### src/rtl/uart_frame_sequencer.sv
// UART frame sequencer: walks START, DATA, optional PARITY and STOP bit slots,
// counting OVS oversample ticks per bit and emitting registered timing pulses.
module uart_frame_sequencer #(
    parameter int unsigned DATA_BITS = 8,
    parameter int unsigned PARITY_EN = 1,
    parameter int unsigned STOP_BITS = 1,
    parameter int unsigned OVS       = 16
) (
    input  logic       clk,
    input  logic       rst,
    input  logic       tick,
    input  logic       start,
    input  logic       abort,
    output logic       busy,
    output logic [2:0] bit_type,
    output logic [3:0] bit_index,
    output logic       sample,
    output logic       bit_end,
    output logic       frame_done,
    output logic       aborted
);

    localparam int unsigned CW = $clog2(OVS);
    localparam logic [CW-1:0] CntMax  = CW'(OVS - 1);
    localparam logic [CW-1:0] CntHalf = CW'(OVS / 2 - 1);
    localparam logic [3:0] LastData = 4'(DATA_BITS - 1);
    localparam logic [3:0] LastStop = 4'(STOP_BITS - 1);

    // Encodings double as the bit_type output value.
    typedef enum logic [2:0] {
        StIdle   = 3'd0,
        StStart  = 3'd1,
        StData   = 3'd2,
        StParity = 3'd3,
        StStop   = 3'd4
    } state_e;

    state_e        state_q, state_d;
    logic [CW-1:0] cnt_q, cnt_d;
    logic [3:0]    idx_q, idx_d;
    logic          busy_d, sample_d, bit_end_d, frame_done_d, aborted_d;

    // Next-state and next-output decode; abort outranks tick, and outranks start when idle.
    always_comb begin
        state_d      = state_q;
        cnt_d        = cnt_q;
        idx_d        = idx_q;
        busy_d       = busy;
        sample_d     = 1'b0;
        bit_end_d    = 1'b0;
        frame_done_d = 1'b0;
        aborted_d    = 1'b0;
        if (state_q == StIdle) begin
            if (start && !abort) begin
                state_d = StStart;
                cnt_d   = '0;
                idx_d   = '0;
                busy_d  = 1'b1;
            end
        end else if (abort) begin
            state_d   = StIdle;
            cnt_d     = '0;
            idx_d     = '0;
            busy_d    = 1'b0;
            aborted_d = 1'b1;
        end else if (tick) begin
            if (cnt_q == CntMax) begin
                cnt_d     = '0;
                bit_end_d = 1'b1;
                case (state_q)
                    StStart: begin
                        state_d = StData;
                        idx_d   = '0;
                    end
                    StData: begin
                        if (idx_q == LastData) begin
                            idx_d   = '0;
                            state_d = (PARITY_EN != 0) ? StParity : StStop;
                        end else begin
                            idx_d = idx_q + 4'd1;
                        end
                    end
                    StParity: begin
                        state_d = StStop;
                        idx_d   = '0;
                    end
                    StStop: begin
                        if (idx_q == LastStop) begin
                            state_d      = StIdle;
                            idx_d        = '0;
                            busy_d       = 1'b0;
                            frame_done_d = 1'b1;
                        end else begin
                            idx_d = idx_q + 4'd1;
                        end
                    end
                    default: begin
                        state_d = StIdle;
                    end
                endcase
            end else begin
                cnt_d = cnt_q + 1'b1;
                // Mid-bit: the tick that lands on OVS/2.
                if (cnt_q == CntHalf) begin
                    sample_d = 1'b1;
                end
            end
        end
    end

    // State and output registers with synchronous active-low reset.
    always_ff @(posedge clk) begin
        if (!rst) begin
            state_q    <= StIdle;
            cnt_q      <= '0;
            idx_q      <= '0;
            busy       <= 1'b0;
            sample     <= 1'b0;
            bit_end    <= 1'b0;
            frame_done <= 1'b0;
            aborted    <= 1'b0;
        end else begin
            state_q    <= state_d;
            cnt_q      <= cnt_d;
            idx_q      <= idx_d;
            busy       <= busy_d;
            sample     <= sample_d;
            bit_end    <= bit_end_d;
            frame_done <= frame_done_d;
            aborted    <= aborted_d;
        end
    end

    assign bit_type  = state_q;
    assign bit_index = idx_q;

endmodule

### config.mk
export PLATFORM = sky130hd
export DESIGN_NAME = uart_frame_sequencer
export DESIGN_NICKNAME = d
export VERILOG_FILES = /design/src/rtl/uart_frame_sequencer.sv
export SDC_FILE = /design/constraint.sdc
export NUM_CORES = 1
export LEC_CHECK = 0
export CORE_AREA = 3 3 55 57
export CTS_BUF_LIST = sky130_fd_sc_hd__clkbuf_2
export DETAILED_ROUTE_END_ITERATION = 12
export DIE_AREA = 0 0 58 60
export GPL_TIMING_DRIVEN = 0
export HOLD_SLACK_MARGIN = 0.08
export SLEW_MARGIN = 5
export SYNTH_ARGS = -nofsm -noshare
export SYNTH_HDL_FRONTEND = slang
export SYNTH_SLANG_ARGS = --single-unit
### constraint.sdc
create_clock -name clk -period 1.5 [get_ports clk]
set_input_delay 0.375 -clock clk [delete_from_list [all_inputs] [get_ports clk]]
set_output_delay 0.375 -clock clk [all_outputs]
set_load 0.005 [all_outputs]
Word-level counts from Yosys, hierarchy flattened
Index checks and enable logic that the tools add are counted.
{"block": "op_classes", "addsub": 2, "n_eq_ne": 10, "n_mux": 31, "bitwise_logic": 4, "reduce_logical": 18}
{"op": "2-to-1 mux 4 bit", "n": 11}
{"op": "2-to-1 mux 3 bit", "n": 7}
{"op": "one-hot mux 3 bit (4 select lines)", "n": 1}
{"op": "one-hot mux 4 bit (3 select lines)", "n": 1}
{"op": "nonzero test 3 bit", "n": 4}
{"op": "2-to-1 mux 1 bit", "n": 11}
{"op": "AND reduction 5 bit", "n": 2}
{"op": "adder 4 x 1 -> 4 bit (second input constant)", "n": 2}
{"op": "equality test 4 x 3 -> 1 bit (second input constant)", "n": 2}
{"op": "inequality test 4 bit (second input constant)", "n": 2}
{"op": "equality test 3 x 2 -> 1 bit (second input constant)", "n": 2}
{"op": "OR reduction 6 bit", "n": 1}
{"op": "nonzero test 5 bit", "n": 1}
{"op": "OR reduction 5 bit", "n": 1}
{"op": "equality test 4 bit (second input constant)", "n": 1}
{"op": "logical NOT 4 bit", "n": 1}
{"op": "NOT 1 bit", "n": 4}
{"op": "AND reduction 4 bit", "n": 1}
{"op": "OR reduction 2 bit", "n": 2}
{"op": "OR reduction 4 bit", "n": 1}
{"op": "equality test 3 x 1 -> 1 bit (second input constant)", "n": 1}
{"op": "equality test 3 bit (second input constant)", "n": 1}
{"op": "logical NOT 3 bit", "n": 1}
{"op": "inequality test 2 x 1 -> 1 bit (second input constant)", "n": 1}
{"op": "3 further kinds", "n": 3}
{"block": "totals", "register_bits": 16, "out_inout_bits": 12}

Longest topological paths before layout
Gate-level depths: netlist (run 1).
{"block": "logic_depth", "depth_word": 7, "ltp_mapped": 7, "mapped_depth_nobuf": 7}

Worst setup path before layout (run 1)
Ideal clock, no wire load.
{"block": "synth_path", "path_kind": "register -> register", "start": "register cnt_q[0]", "end": "register idx_q[2], in the netlist bit_index[2]", "setup_time_ns": 0.131, "t_arrival_ns": 1.440, "required_ns": 1.369, "slack_ns": -0.071, "path_stages_with_launch": 7, "path_buffers": 0, "period_less_slack_ns": 1.571, "cell_sequence": "dfxtp_1 -> ha_1 -> and4_1 -> nor3_1 -> nor3_4 -> a21boi_1 -> o22ai_1"}
{"block": "synth_between", "elab_chain_cells": 3}
{"item": "start, declared", "line_no": "39", "source": "logic [CW-1:0] cnt_q, cnt_d;"}
{"item": "start signal, assigned", "line_no": "124", "source": "cnt_q <= cnt_d;"}
{"item": "equality test 4 bit", "line_no": "67", "source": "if (cnt_q == CntMax) begin"}
{"item": "nonzero test 3 bit (no source line)"}
{"item": "AND reduction 4 bit (no source line)"}
{"item": "end signal, assigned", "line_no": "125", "source": "idx_q <= idx_d;"}
{"item": "end, declared", "line_no": "40", "source": "logic [3:0] idx_q, idx_d;"}
Every way passes these cells.
A chain may end at the register's enable or synchronous reset.

Final worst setup path (run 1)
Same ends and word-level chain as after synthesis.

==> impl.org, run 1 <==
** Synth
- Cell with the most instances after synthesis :: sky130_fd_sc_hd__dfxtp_1
- In the synthesized netlist, mux cells make up 0% of the area.
- Portion of the post-synthesis area used by sequential elements :: between 30 and 40%
- Count of distinct cell types in the synthesized netlist :: 43
- Number of cells produced by synthesis :: around 110
- Of all flip-flops after synthesis, the portion carrying an async set or reset was 0%.
- Number of synthesized flops with an enable pin :: 0
- Of the total synthesized cell area, the portion taken by full adders, half adders and majority gates is 4.178%.
- The synthesized design spends more area on one cell type than any other, namely sky130_fd_sc_hd__dfxtp_1.
- Each instance of the synthesized netlist takes up on average ~8.5 um^2.
- After synthesis, the largest family of logic cells by area is simple AND/OR/NAND/NOR gates.
- The synthesized netlist devotes around a third of its cell area to simple gates.
- After synthesis the cells add up to 898.4 um^2.
- Main flop type after synthesis :: sky130_fd_sc_hd__dfxtp_1
- In this run, synthesis produced a sequential element count of 16.
- Synth top area share :: 35.65%
- Summing the areas of all compound-gate instances in the mapped netlist gives a little over a fifth of the synthesized area.
- YS warnings :: 0
- The commonest cells after synthesis are 16 x sky130_fd_sc_hd__dfxtp_1, 10 x sky130_fd_sc_hd__a21oi_1, 9 x sky130_fd_sc_hd__nand2_1, 9 x sky130_fd_sc_hd__nor2_1, 5 x sky130_fd_sc_hd__nand2b_1.
- Parity-gate share of the synthesized area counting xor and xnor cells :: 0%
- Counting every net in the synthesized netlist gives approximately 110.
- Cells taking the most area after synthesis :: sky130_fd_sc_hd__dfxtp_1 36%, sky130_fd_sc_hd__a21oi_1 5.6%, sky130_fd_sc_hd__ha_1 4.2%

** Pwr
- Logic pwr share :: about 22%
- The design draws 820.9 uW.
- The clock network burns 25.7% of the power.
- Internal power :: between 500 and 600 uW
- The worst-case IR drop observed on VDD is approximately 0.32 mV.
- Total power divided by cell area :: 609.8 nW/um^2
- Net switching is between 30% and 40% of the power.
- Leakage power figure :: between 0.5 and 0.6 nW
- Per report_power, the sequential group accounts for 52.8% of the total.
- P_sw :: 253.7 uW

** Cells and area
- Share of layout cells above drive strength 1 :: about 41%
- Post-layout net count :: around 150
- 0 antenna diodes ended up in the layout.
- Area Overhead vs Synth :: 49.86%
- Number of standard cells in the final layout excluding fillers :: 172
- Cells fill 53.37% of the core in the end.
- Post-route cell area :: between 1000 and 1500 um^2

** Routing
- Detailed-router iteration count before antenna repair :: 4
- Antenna Violating Nets Remaining :: 0
- Number of DRC violations after detailed-routing iteration 0 :: 25
- Dividing the detail-routed wire length by the instance count gives between 10 and 15 um.
- Routed vias :: ~950
- Routed vias/inst :: approximately 5.5
- After detailed routing, the number of remaining DRC violations is 0.
- Aggregate routed wire length :: 2407 um

** Outcome
- Violations in the final reports :: setup timing
- The run finished, with violations left.

** Clock network
- Total clock buffers created by CTS :: 3
- The clock net in this run drives a total of 16 sinks.
- CTS HTree Levels :: 1
- Clock latency on the worst-skew pair, taken at its later pin, is roughly 0.30 ns.
- After clock tree synthesis, the clock-pin slew on the worst setup and hold paths is about 0.18 ns.
- Total of hold buffers inserted after clock tree synthesis :: 0
- Clock tree synthesis selected as its root buffer the cell sky130_fd_sc_hd__clkbuf_2.
- TritonCTS built the clock tree.
- Maximum clock insertion buffer count :: 2

** Placed design
- Timing analysis after detailed placement gives a worst setup slack of -0.6136 ns.
- Final estimated routing congestion in global placement :: around 0.8
- After legalization and detailed placement, the total HPWL measured 1528 um.
- Including well taps, the total number of placed cells is around 150.
- The count of buffers added on input and output ports is 16.
- Area after detailed placement :: 1124 um^2

** Floorplan
- Area of the core :: around 2500 um^2
- In this run the horizontal extent of the chip is 58 um.
- Once the floorplan was initialized, standard cells occupied a little over a third of the core.
- The floorplan has 18 rows.
- The die covers 3480 um^2.
- In this run the count of I/O pins placed on the die edge is 17.
- Height of the die :: 60 um

** Global route
- Total routing usage reported by global routing :: approximately 15%
- Number of antenna violations at the first check in global routing :: 0
- Remaining global-route overflow :: 0
- First-pass GRT wire length :: 4050 um
- Number of global-route vias before repair :: 920
- Entering global routing, the biggest net connects 11 pins.

** STA
- Setup TNS :: -0.1581 ns
- Post-Route Skew :: 0.01354 ns
- Share of the clock period used by the worst path after layout :: 104.3%
- Worst hold slack across all endpoints :: between 0.4 and 0.5 ns
- Worst slew slack as a fraction of its limit :: roughly two thirds
- Final period demand of the worst path :: ~1.6 ns
- The number of pins with negative max-slew slack in the final report was 0.
- Actual slew at the worst max-slew pin :: 0.5188 ns
- Based on the critical path, the design can be clocked at up to about 0.64 GHz.
- The final hold violation count came to 0.
- Across all setup checks in the final design, the least slack found is -0.06404 ns.
- Setup repair after global routing missed its margin :: yes
- Setup violations remaining at the end of the flow were counted as 6.

** Critical path
- The worst register-to-register path begins at cnt_q[0]$_SDFFE_PN0P_.
- Critical path arrival :: ~1.8 ns
- Required @ worst endpoint :: 1.73 ns
- STA classifies the critical path endpoint as a flop.
- Max stage delay cell, worst path :: sky130_fd_sc_hd__dfxtp_2
- Largest driver fanout on the critical path :: 8
- Across all register-to-register paths, the minimum setup slack is -0.06 ns.
- The worst setup path is launched from a flop.
- Measured in cells, the most critical reg-to-reg path has a length of 7.
- Delay contributed by the slowest stage of the critical path :: a little under 0.4 ns
- The signal on the critical path passes through ha_4 -> and4_4 -> nor3_2 -> nor3_4 -> buf_4 -> nand4b_1 -> o22ai_1.
- The worst setup path is of the reg2reg kind.
- The critical path starts at cnt_q[0]$_SDFFE_PN0P_.
- Capturing point of the worst reg2reg path :: bit_index[2]$_SDFFE_PN0P_

** Worst hold path
- Launch instance of the worst min-delay path :: busy$_SDFFE_PN0P_
- Hold EP :: busy$_SDFFE_PN0P_
- Class of the worst hold path :: reg2reg
- Worst hold path cell count :: 2

** Job
- The tool flagged a number of max-cap violations equal to 0.
## power by group through the flow
stage                     logic [mW]  registers (mW)  clock network [mW]
final                          0.176           0.433               0.211
after global routing           0.191           0.435               0.234
after CTS                      0.159           0.435               0.213
after detailed placement       0.139           0.450                   0
after global placement         0.137           0.450                   0
after floorplan               0.0898           0.450                   0
## critical path, delay by kind of cell, from the launching register on
kind                     cells  cell delay [ns]
AND/OR/NAND/NOR              4             0.62
adder cells (fa/ha/maj)      1             0.14
AO/OA/AOI/OAI                1             0.16
buffers and inverters        1             0.18
flip-flops                   1             0.39
## kinds of logic (layout without fill, tap and decap cells)
logic type      Yosys count  in the layout
buf+inv                   9             45
compound gates           29             29
fa+ha+maj                 3              3
simple gates             49             49
flops                    16             16
## final cells by class
class | instances | area [um^2]
plain buffers | 4 | 27.53
clock buffers | 3 | 15.01
clock inverters | 1 | 3.754
fillers | 244 | 1176
inverters | 4 | 17.52
multi-input cells | 81 | 621.8
flip-flops and latches | 16 | 344.1
well taps | 30 | 37.54
repair buffers | 33 | 279.0
## metal layers
| metal | vias to the layer above | GRT usage [%] | routed length [um] |
|---|---|---|---|
| li1 | 469 | - | - |
| met1 | 448 | 19.69 | 1127 |
| met2 | 24 | 25.00 | 1160 |
| met3 | 4 | 2.592 | 97 |
| met4 | 0 | 4.305 | 21 |
| met5 | - | 0 | 0 |
## how the worst max path moves through the flow
stage	end	slack (ns)
final	bit_index[2]$_SDFFE_PN0P_	-0.06
after global routing	busy$_SDFFE_PN0P_	-0.15
after CTS	bit_index[2]$_SDFFE_PN0P_	-0.09
after detailed placement	bit_index[2]$_SDFFE_PN0P_	-0.61
after global placement	bit_index[2]$_SDFFE_PN0P_	-0.59
after floorplan	bit_index[2]$_SDFFE_PN0P_	-0.01
## flip-flops by register name, summed over array words and instances (netlist names)
name,count
frame_done,1
bit_type,3
bit_end,1
busy,1
sample,1
cnt_q,4
aborted,1
bit_index,4
## placed cells by master (no fill, tap or decap), types with 3 or more instances in the layout
cell type	n
sky130_fd_sc_hd__a21oi_1	7
sky130_fd_sc_hd__a21oi_2	3
sky130_fd_sc_hd__buf_4	16
sky130_fd_sc_hd__buf_6	3
sky130_fd_sc_hd__clkbuf_2	3
sky130_fd_sc_hd__dfxtp_1	5
sky130_fd_sc_hd__dfxtp_2	7
sky130_fd_sc_hd__dfxtp_4	4
sky130_fd_sc_hd__dlygate4sd2_1	13
sky130_fd_sc_hd__nand2_1	9
sky130_fd_sc_hd__nand2b_1	5
sky130_fd_sc_hd__nand3_1	3
sky130_fd_sc_hd__nand4_1	3
sky130_fd_sc_hd__nor2_1	8
## timing repair
item,in CTS,in global routing
pin swaps,10,8
setup endpoints to repair,23,13
resized for setup,38,14
setup buffers,9,8
Note: power is estimated with default switching activity, not from simulation.
==> inputs of run 2 (changes only) <==
--- a/config.mk
+++ b/config.mk
@@ -10,5 +10,4 @@
 export DETAILED_ROUTE_END_ITERATION = 12
 export DIE_AREA = 0 0 58 60
-export GPL_TIMING_DRIVEN = 0
 export HOLD_SLACK_MARGIN = 0.08
 export SLEW_MARGIN = 5
==> constraint.sdc (replaced) <==
create_clock -name clk -period 1.8 [get_ports clk]
set_input_delay 0.45 -clock clk [delete_from_list [all_inputs] [get_ports clk]]
set_output_delay 0.45 -clock clk [all_outputs]
set_load 0.02 [all_outputs]
==> impl.org, run 2 (same netlist as run 1, synthesis figures left out) <==
** Outcome
- Status :: complete, no violations

** Placed design
- Post-placement setup slack :: -0.2324 ns (+0.3813 ns)
- The global placement routability congestion came to 0.8511 (+4.0%).
- Detailed-placement wirelength estimate :: 1622 um (+6.2%)
- The count of port buffers added during placement is 16 (unchanged).

** Clock network
- Clock-pin slew of the registers on the worst-case setup and hold paths :: 0.14 ns (-0.04 ns)
- Clock sink total :: 16 (unchanged)
- CTS tree :: done
- The worst-case clock buffer depth came to 2 (unchanged).
- The source-to-sink clock delay at the later pin of the worst-skew pair came to 0.28 ns (-0.02 ns).
- Root Driver :: sky130_fd_sc_hd__clkbuf_2
- The number of buffers added by the clock tree synthesis step was 3 (unchanged).
- The depth of the CTS H-tree came to 1 (unchanged).

** Global route
- The first-pass GRT wire length came to 3581 um (-12%).
- Number of antenna violations at the first check in global routing :: 0 (unchanged)
- Number of global-route vias before repair :: 815 (-11%)
- The total routing usage reported by global routing came to 13.23% (-1.7 points).
- The pin count of the biggest net entering global routing came to 11 (unchanged).
- The overflow left after global routing is 0 (unchanged).

** Critical path
- The worst-case reg-to-reg path depth is 7 (unchanged).
- STA classifies the critical path startpoint as an input pin.
- Required @ worst endpoint :: 2.01 ns (+0.28 ns)
- Largest driver fanout on the critical path :: 7 (-1)
- The endpoint identified for the worst register-to-register timing path is bit_index[2]$_SDFFE_PN0P_.
- Reg2reg start :: bit_index[0]$_SDFFE_PN0P_
- The arrival time at the worst endpoint came to 1.94 ns (+0.15 ns).
- STA classifies the critical path endpoint as a flop.
- The worst setup path is of the in2reg kind.
- Worst reg2reg setup slack :: 0.13 ns (+0.19 ns)

** Worst hold path
- In this run the most critical hold path is launched from busy$_SDFFE_PN0P_.
- The worst hold path belongs to the class reg2reg.
- Worst hold path cell count :: 2 (unchanged)
- The path with the worst hold slack has its endpoint at busy$_SDFFE_PN0P_.

** Routing
- The total routed wirelength was 2166 um (-10%).
- The total vias in the final route came to 932 (-1.4%).
- The length of the first detailed-routing pass in iterations is 4 (unchanged).
- The post-detailed-route count of antenna-violating nets came to 0 (unchanged).
- Detailed-route wire length per cell :: 12.82 um (-8.4%)
- Number of DRC violations after detailed-routing iteration 0 :: 18 (-28%)
- Routed vias/inst :: 5.515 (+0.38%)
- DRC violation count after routing :: 0 (unchanged)

** Cells and area
- Share of the core filled with cells :: 48.86% (-4.5 points)
- FILL cells :: 254 (+4.1%)
- The layout cell share with drive strength beyond 1 came to 25.18% (-16 points).
- Area Overhead vs Synth :: 37.19%
- Most used cells in the layout excluding fill and tap cells :: 19 x sky130_fd_sc_hd__buf_4, 13 x sky130_fd_sc_hd__dfxtp_1
- The number of nets in the final layout came to 149 (-1.3%).
- Leading cell type in the layout, fill and taps excluded :: sky130_fd_sc_hd__buf_4
- The count of antenna diodes in the layout was 0 (unchanged).

** STA
- The actual slew at the worst max-slew pin was 0.4195 ns (-0.09927 ns).
- The total setup violations reported at the end of the flow is 0 (-6).
- The final hold violation count is 0 (unchanged).
- Post-Route Skew :: 0.001440 ns (-0.01209 ns)
- Based on the critical path, the design can be clocked at up to about 0.58 GHz.
- The worst relative slew slack was 71.94% (+6.5 points).
- Share of the clock period used by the worst path after layout :: 96.09%
- Final worst setup slack :: 0.07036 ns (+0.1344 ns)
- Final period demand of the worst path :: between 1.5 and 2 ns
- The number of pins with negative max-slew slack in the final report is 0 (unchanged).

** Pwr
- Leakage power figure :: 0.4949 nW (-4.4%)
- The total design power was 667.1 uW (-19%).
- Total power divided by cell area :: 541.3 nW/um^2 (-11%)
- The maximum vdd ir drop was 0.4101 mV (+28%).

** Floorplan
- The area of the placeable core came to 2522 um^2 (unchanged).
- The number of top-level pins is 17 (unchanged).
- Row Count :: 18 (unchanged)
- The initial standard-cell utilization of the core was 35.62% (unchanged).
- The overall die area was 3480 um^2 (unchanged).
- Die span in x :: 58 um (unchanged)
- Height of the die :: 60 um (unchanged)

** Job
- The number of maximum-capacitance constraint violations came to 0 (unchanged).
## run 2: stage by stage
stage,hold WS (ns),area [um^2],cells,setup TNS [ns]
floorplan,0.4567,898.4,106,0
global placement,0.4668,1199,165,-1.220
detailed placement,0.4720,1199,165,-1.170
CTS,0.4954,1209,168,0
global route,0.5176,1232,169,-0.02546
finish,0.4893,1232,169,0
## run 2: repair_timing
action                     4_1_cts  5_1_grt
pin swaps                        0        1
setup endpoints to repair        6        4
gates resized for setup          8        5
buffers inserted                 0        1
gates cloned                     0        0
hold buffers                     0        0
## run 2: worst max-delay path, stage by stage
cell	delay, ns
sky130_fd_sc_hd__clkdlybuf4s50_1	0.50
sky130_fd_sc_hd__and4_4	0.25
sky130_fd_sc_hd__a21oi_1	0.11
sky130_fd_sc_hd__nor3_4	0.31
sky130_fd_sc_hd__buf_4	0.17
sky130_fd_sc_hd__nand4_1	0.08
sky130_fd_sc_hd__o31ai_1	0.06
## run 2: where the power goes
group | leakage [nW] | total, mW | internal (mW) | switching (mW)
registers | 0.131 | 0.371 | 0.361 | 0.00998
clock network | 0.0125 | 0.154 | 0.0455 | 0.109
logic | 0.352 | 0.142 | 0.0712 | 0.0707
total | 0.495 | 0.667 | 0.478 | 0.189
## run 2: area by class of cell
cell class                 instances  area, um^2  share of cell area [%]
clock buffer                       3       15.01                   1.218
inverter                           4       15.01                   1.218
multi-input combinational         81       543.0                   44.06
sequential                        16       324.1                   26.29
tap                               30       37.54                   3.046
timing repair buffer              35       297.8                   24.16
## run 2: routing by layer
layer | up-vias | global-route usage [%] | wire, um
li1 | 461 | - | -
met1 | 450 | 17.23 | 1053
met2 | 19 | 22.10 | 1000
met3 | 2 | 3.888 | 98
met4 | 0 | 1.987 | 13
met5 | - | 0 | 0
## run 2: how the worst max path moves through the flow
stage,startpoint,endpoint,slack [ns]
floorplan,bit_index[0]$_SDFFE_PN0P_,busy$_SDFFE_PN0P_,0.20
global placement,tick,bit_index[2]$_SDFFE_PN0P_,-0.20
detailed placement,tick,bit_index[2]$_SDFFE_PN0P_,-0.23
CTS,bit_index[0]$_SDFFE_PN0P_,bit_index[0],0.02
global route,bit_index[1]$_SDFFE_PN0P_,bit_index[3]$_SDFFE_PN0P_,-0.03
finish,tick,bit_index[0]$_SDFFE_PN0P_,0.07
==> inputs of run 3 (changes only) <==
Settings changed: TNS_END_PERCENT set to 1.
Clock period 1.8 ns to 1.6 ns, I/O delays scaled along.
==> impl.org, run 3 (same netlist as run 1, synthesis figures left out) <==
** Critical path
- Nature of the critical path startpoint :: flop
- Critical path arrival :: 1.76 ns (-0.18 ns)
- Cell count of the worst reg-to-reg path :: 7 (unchanged)
- The worst setup path is of the reg2reg kind.
- Largest driver fanout on the critical path :: 7 (unchanged)
- The data required time of the critical path came to 1.81 ns (-0.20 ns).
- The worst setup path is captured at a flop.

** Global route
- Grt peak-use layer :: met2
- Total routing usage reported by global routing :: 14.22% (+0.99 points)
- Routing usage on met2 :: 24.35% (+2.3 points)
- Number of global-route vias before repair :: 905 (+11%)
- The overflow left after global routing is 0 (unchanged).
- Met3 GRT Util :: 3.456% (-0.43 points)
- The pin count of the biggest net entering global routing is 11 (unchanged).
- Number of antenna violations at the first check in global routing :: 0 (unchanged)
- The first-pass GRT wire length was 3891 um (+8.7%).
- The met1 usage in global routing is 18.12% (+0.89 points).

** Pwr
- Total Power :: 788.6 uW (+18%)
- Leakage power figure :: 0.5637 nW (+14%)
- The maximum vdd ir drop is 0.4817 mV (+17%).
- The ratio of total power to cell area was 575.1 nW/um^2 (+6.2%).

** Clock network
- The number of buffers added by the clock tree synthesis step is 3 (unchanged).
- CTS tree :: done
- Worst-skew pair later-pin latency :: 0.30 ns (+0.02 ns)
- Maximum clock insertion buffer count :: 2 (unchanged)
- The quantity of hold-fixing buffers added after cts is 0 (unchanged).
- Clock-pin slew of the registers on the worst-case setup and hold paths :: 0.17 ns (+0.03 ns)
- CTS HTree Levels :: 1 (unchanged)
- The root buffer cell chosen for the clock tree is sky130_fd_sc_hd__clkbuf_2.
- The count of clock tree sinks is 16 (unchanged).

** Cells and area
- The fraction of the core area covered by cells at the end of the flow was 54.37% (+5.5 points).
- The area growth from synthesis to layout is 52.65%.
- The layout cell share with drive strength beyond 1 is 40.00% (+15 points).
- Leading cell type in the layout, fill and taps excluded :: sky130_fd_sc_hd__buf_4
- Most used cells in the layout excluding fill and tap cells :: 28 x sky130_fd_sc_hd__buf_4, 13 x sky130_fd_sc_hd__dlygate4sd2_1, 10 x sky130_fd_sc_hd__dfxtp_1
- Post-layout net count :: 159 (+6.7%)
- Multi-input combinational cell area :: 601.8 um^2 (+11%)
- Post-route cell area :: 1371 um^2 (+11%)
- The register area came to 330.3 um^2 (+1.9%).
- FILL cells :: 246 (-3.1%)
- Number of inserted diodes :: 0 (unchanged)

** STA
- Static timing analysis puts the maximum clock frequency at about 0.64 GHz.
- The routed design could run at a clock period as short as approximately 1.6 ns.
- Final setup violation count :: 0 (unchanged)
- The actual slew at the worst max-slew pin was 0.3417 ns (-0.07779 ns).
- The final hold violation count came to 0 (unchanged).
- The final worst-path setup slack came to 0.04345 ns (-0.02690 ns).
- Of the available clock period, the critical path in the final layout requires about 97%.
- The worst clock skew on the final layout came to 0.01457 ns (+0.01313 ns).
- Pins Over Slew Limit :: 0 (unchanged)
- Worst slew slack as a fraction of its limit :: 77.04% (+5.1 points)
- Setup repair after global routing missed its margin :: yes

** Placed design
- Post-placement setup slack :: -0.3954 ns (-0.1631 ns)
- Area after detailed placement :: 1274 um^2 (+6.3%)
- The count of port buffers added during placement is 16 (unchanged).
- The global placement routability congestion was 0.8457 (-0.63%).
- Detailed-placement wirelength estimate :: 1807 um (+11%)

** Routing
- Routed vias :: 957 (+2.7%)
- Detailed-route wire length per cell :: 13.38 um (+4.4%)
- DRC violation count after routing :: 0 (unchanged)
- The total routed wirelength was 2408 um (+11%).
- The length of the first detailed-routing pass in iterations came to 4 (unchanged).
- Antenna Violating Nets Remaining :: 0 (unchanged)
- Routed vias/inst :: 5.317 (-3.6%)
- Number of DRC violations after detailed-routing iteration 0 :: 35 (+17)

** Floorplan
- Height of the die :: 60 um (unchanged)
- The area of the placeable core came to 2522 um^2 (unchanged).
- Total Die Area :: 3480 um^2 (unchanged)
- The die extent in x was 58 um (unchanged).
- Row Count :: 18 (unchanged)
- The number of top-level pins is 17 (unchanged).
- The initial standard-cell utilization of the core came to 35.62% (unchanged).

** Worst hold path
- The path class of the tightest hold or removal check is reg2reg.
- The count of cells along the worst hold path came to 2 (unchanged).

** Job
- The number of maximum-capacitance constraint violations was 0 (unchanged).

** Outcome
- The run finished with clean final reports.
run 3: cell count changes in the layout (fill, tap and decap cells not counted), moves of 2 or more:
cell                              previous run  this run
sky130_fd_sc_hd__o21ai_0                     4         2
sky130_fd_sc_hd__nor2_2                      1         3
sky130_fd_sc_hd__clkdlybuf4s50_1             9         2
sky130_fd_sc_hd__dfxtp_2                     3         5
sky130_fd_sc_hd__a21oi_1                     9         7
sky130_fd_sc_hd__ha_1                        3         0
sky130_fd_sc_hd__buf_4                      19        28
sky130_fd_sc_hd__dfxtp_1                    13        10
sky130_fd_sc_hd__dlygate4sd2_1               6        13
sky130_fd_sc_hd__nor2_1                      9         7
sky130_fd_sc_hd__ha_2                        0         2
run 3: where the power goes:
group          switching [mW]  leakage (nW)  internal [mW]  total [mW]
clock network           0.136        0.0140         0.0543       0.190
logic                  0.0940         0.417         0.0918       0.186
registers             0.00629         0.133          0.407       0.413
run 3: routing by layer:
metal	vias to the layer above	share of wire, %	wire length (um)
li1	484	-	-
met1	452	45	1075
met2	21	51	1219
met3	0	4.7	113
met4	0	0	0
met5	-	0	0
run 3: path summary, 6_finish.rpt:
kind                                     to             startpoint  slack [ns]
setup / recovery  bit_index[0]$_SDFFE_PN0P_  cnt_q[0]$_SDFFE_PN0P_        0.04
hold / removal            busy$_SDFFE_PN0P_      busy$_SDFFE_PN0P_        0.49
setup reg to reg  bit_index[0]$_SDFFE_PN0P_  cnt_q[0]$_SDFFE_PN0P_        0.04
hold reg to reg           busy$_SDFFE_PN0P_      busy$_SDFFE_PN0P_        0.49
run 3: area by class of cell:
cell class	instances	share of cell area [%]
inverter	4	1.095
clock inverter	1	0.2737
sequential	16	24.09
clock buffer	3	1.095
timing repair buffer	45	26.82
multi-input combinational	81	43.89
tap	30	2.737
run 3: stage by stage:
stage	setup TNS (ns)	cells	hold WS, ns
final	0	180	0.4944
after global routing	-0.03671	180	0.5286
after CTS	-0.02727	179	0.4889
after detailed placement	-3.993	175	0.4645
after global placement	-3.477	175	0.4660
after floorplan	0	106	0.4567
run 3: worst max-delay path: stages (launching register included):
cell,delay (ns)
sky130_fd_sc_hd__dfxtp_2,0.39
sky130_fd_sc_hd__ha_4,0.14
sky130_fd_sc_hd__and4_4,0.26
sky130_fd_sc_hd__a21oi_4,0.07
sky130_fd_sc_hd__nor3_4,0.29
sky130_fd_sc_hd__buf_4,0.17
sky130_fd_sc_hd__nand4_1,0.08
sky130_fd_sc_hd__o31ai_1,0.07
run 3: what timing repair did:
action	CTS	global route
endpoints found under the setup margin	18	7
pin swaps	0	10
endpoints found under the hold margin	0	0
resized for setup	16	26
setup buffers	0	1
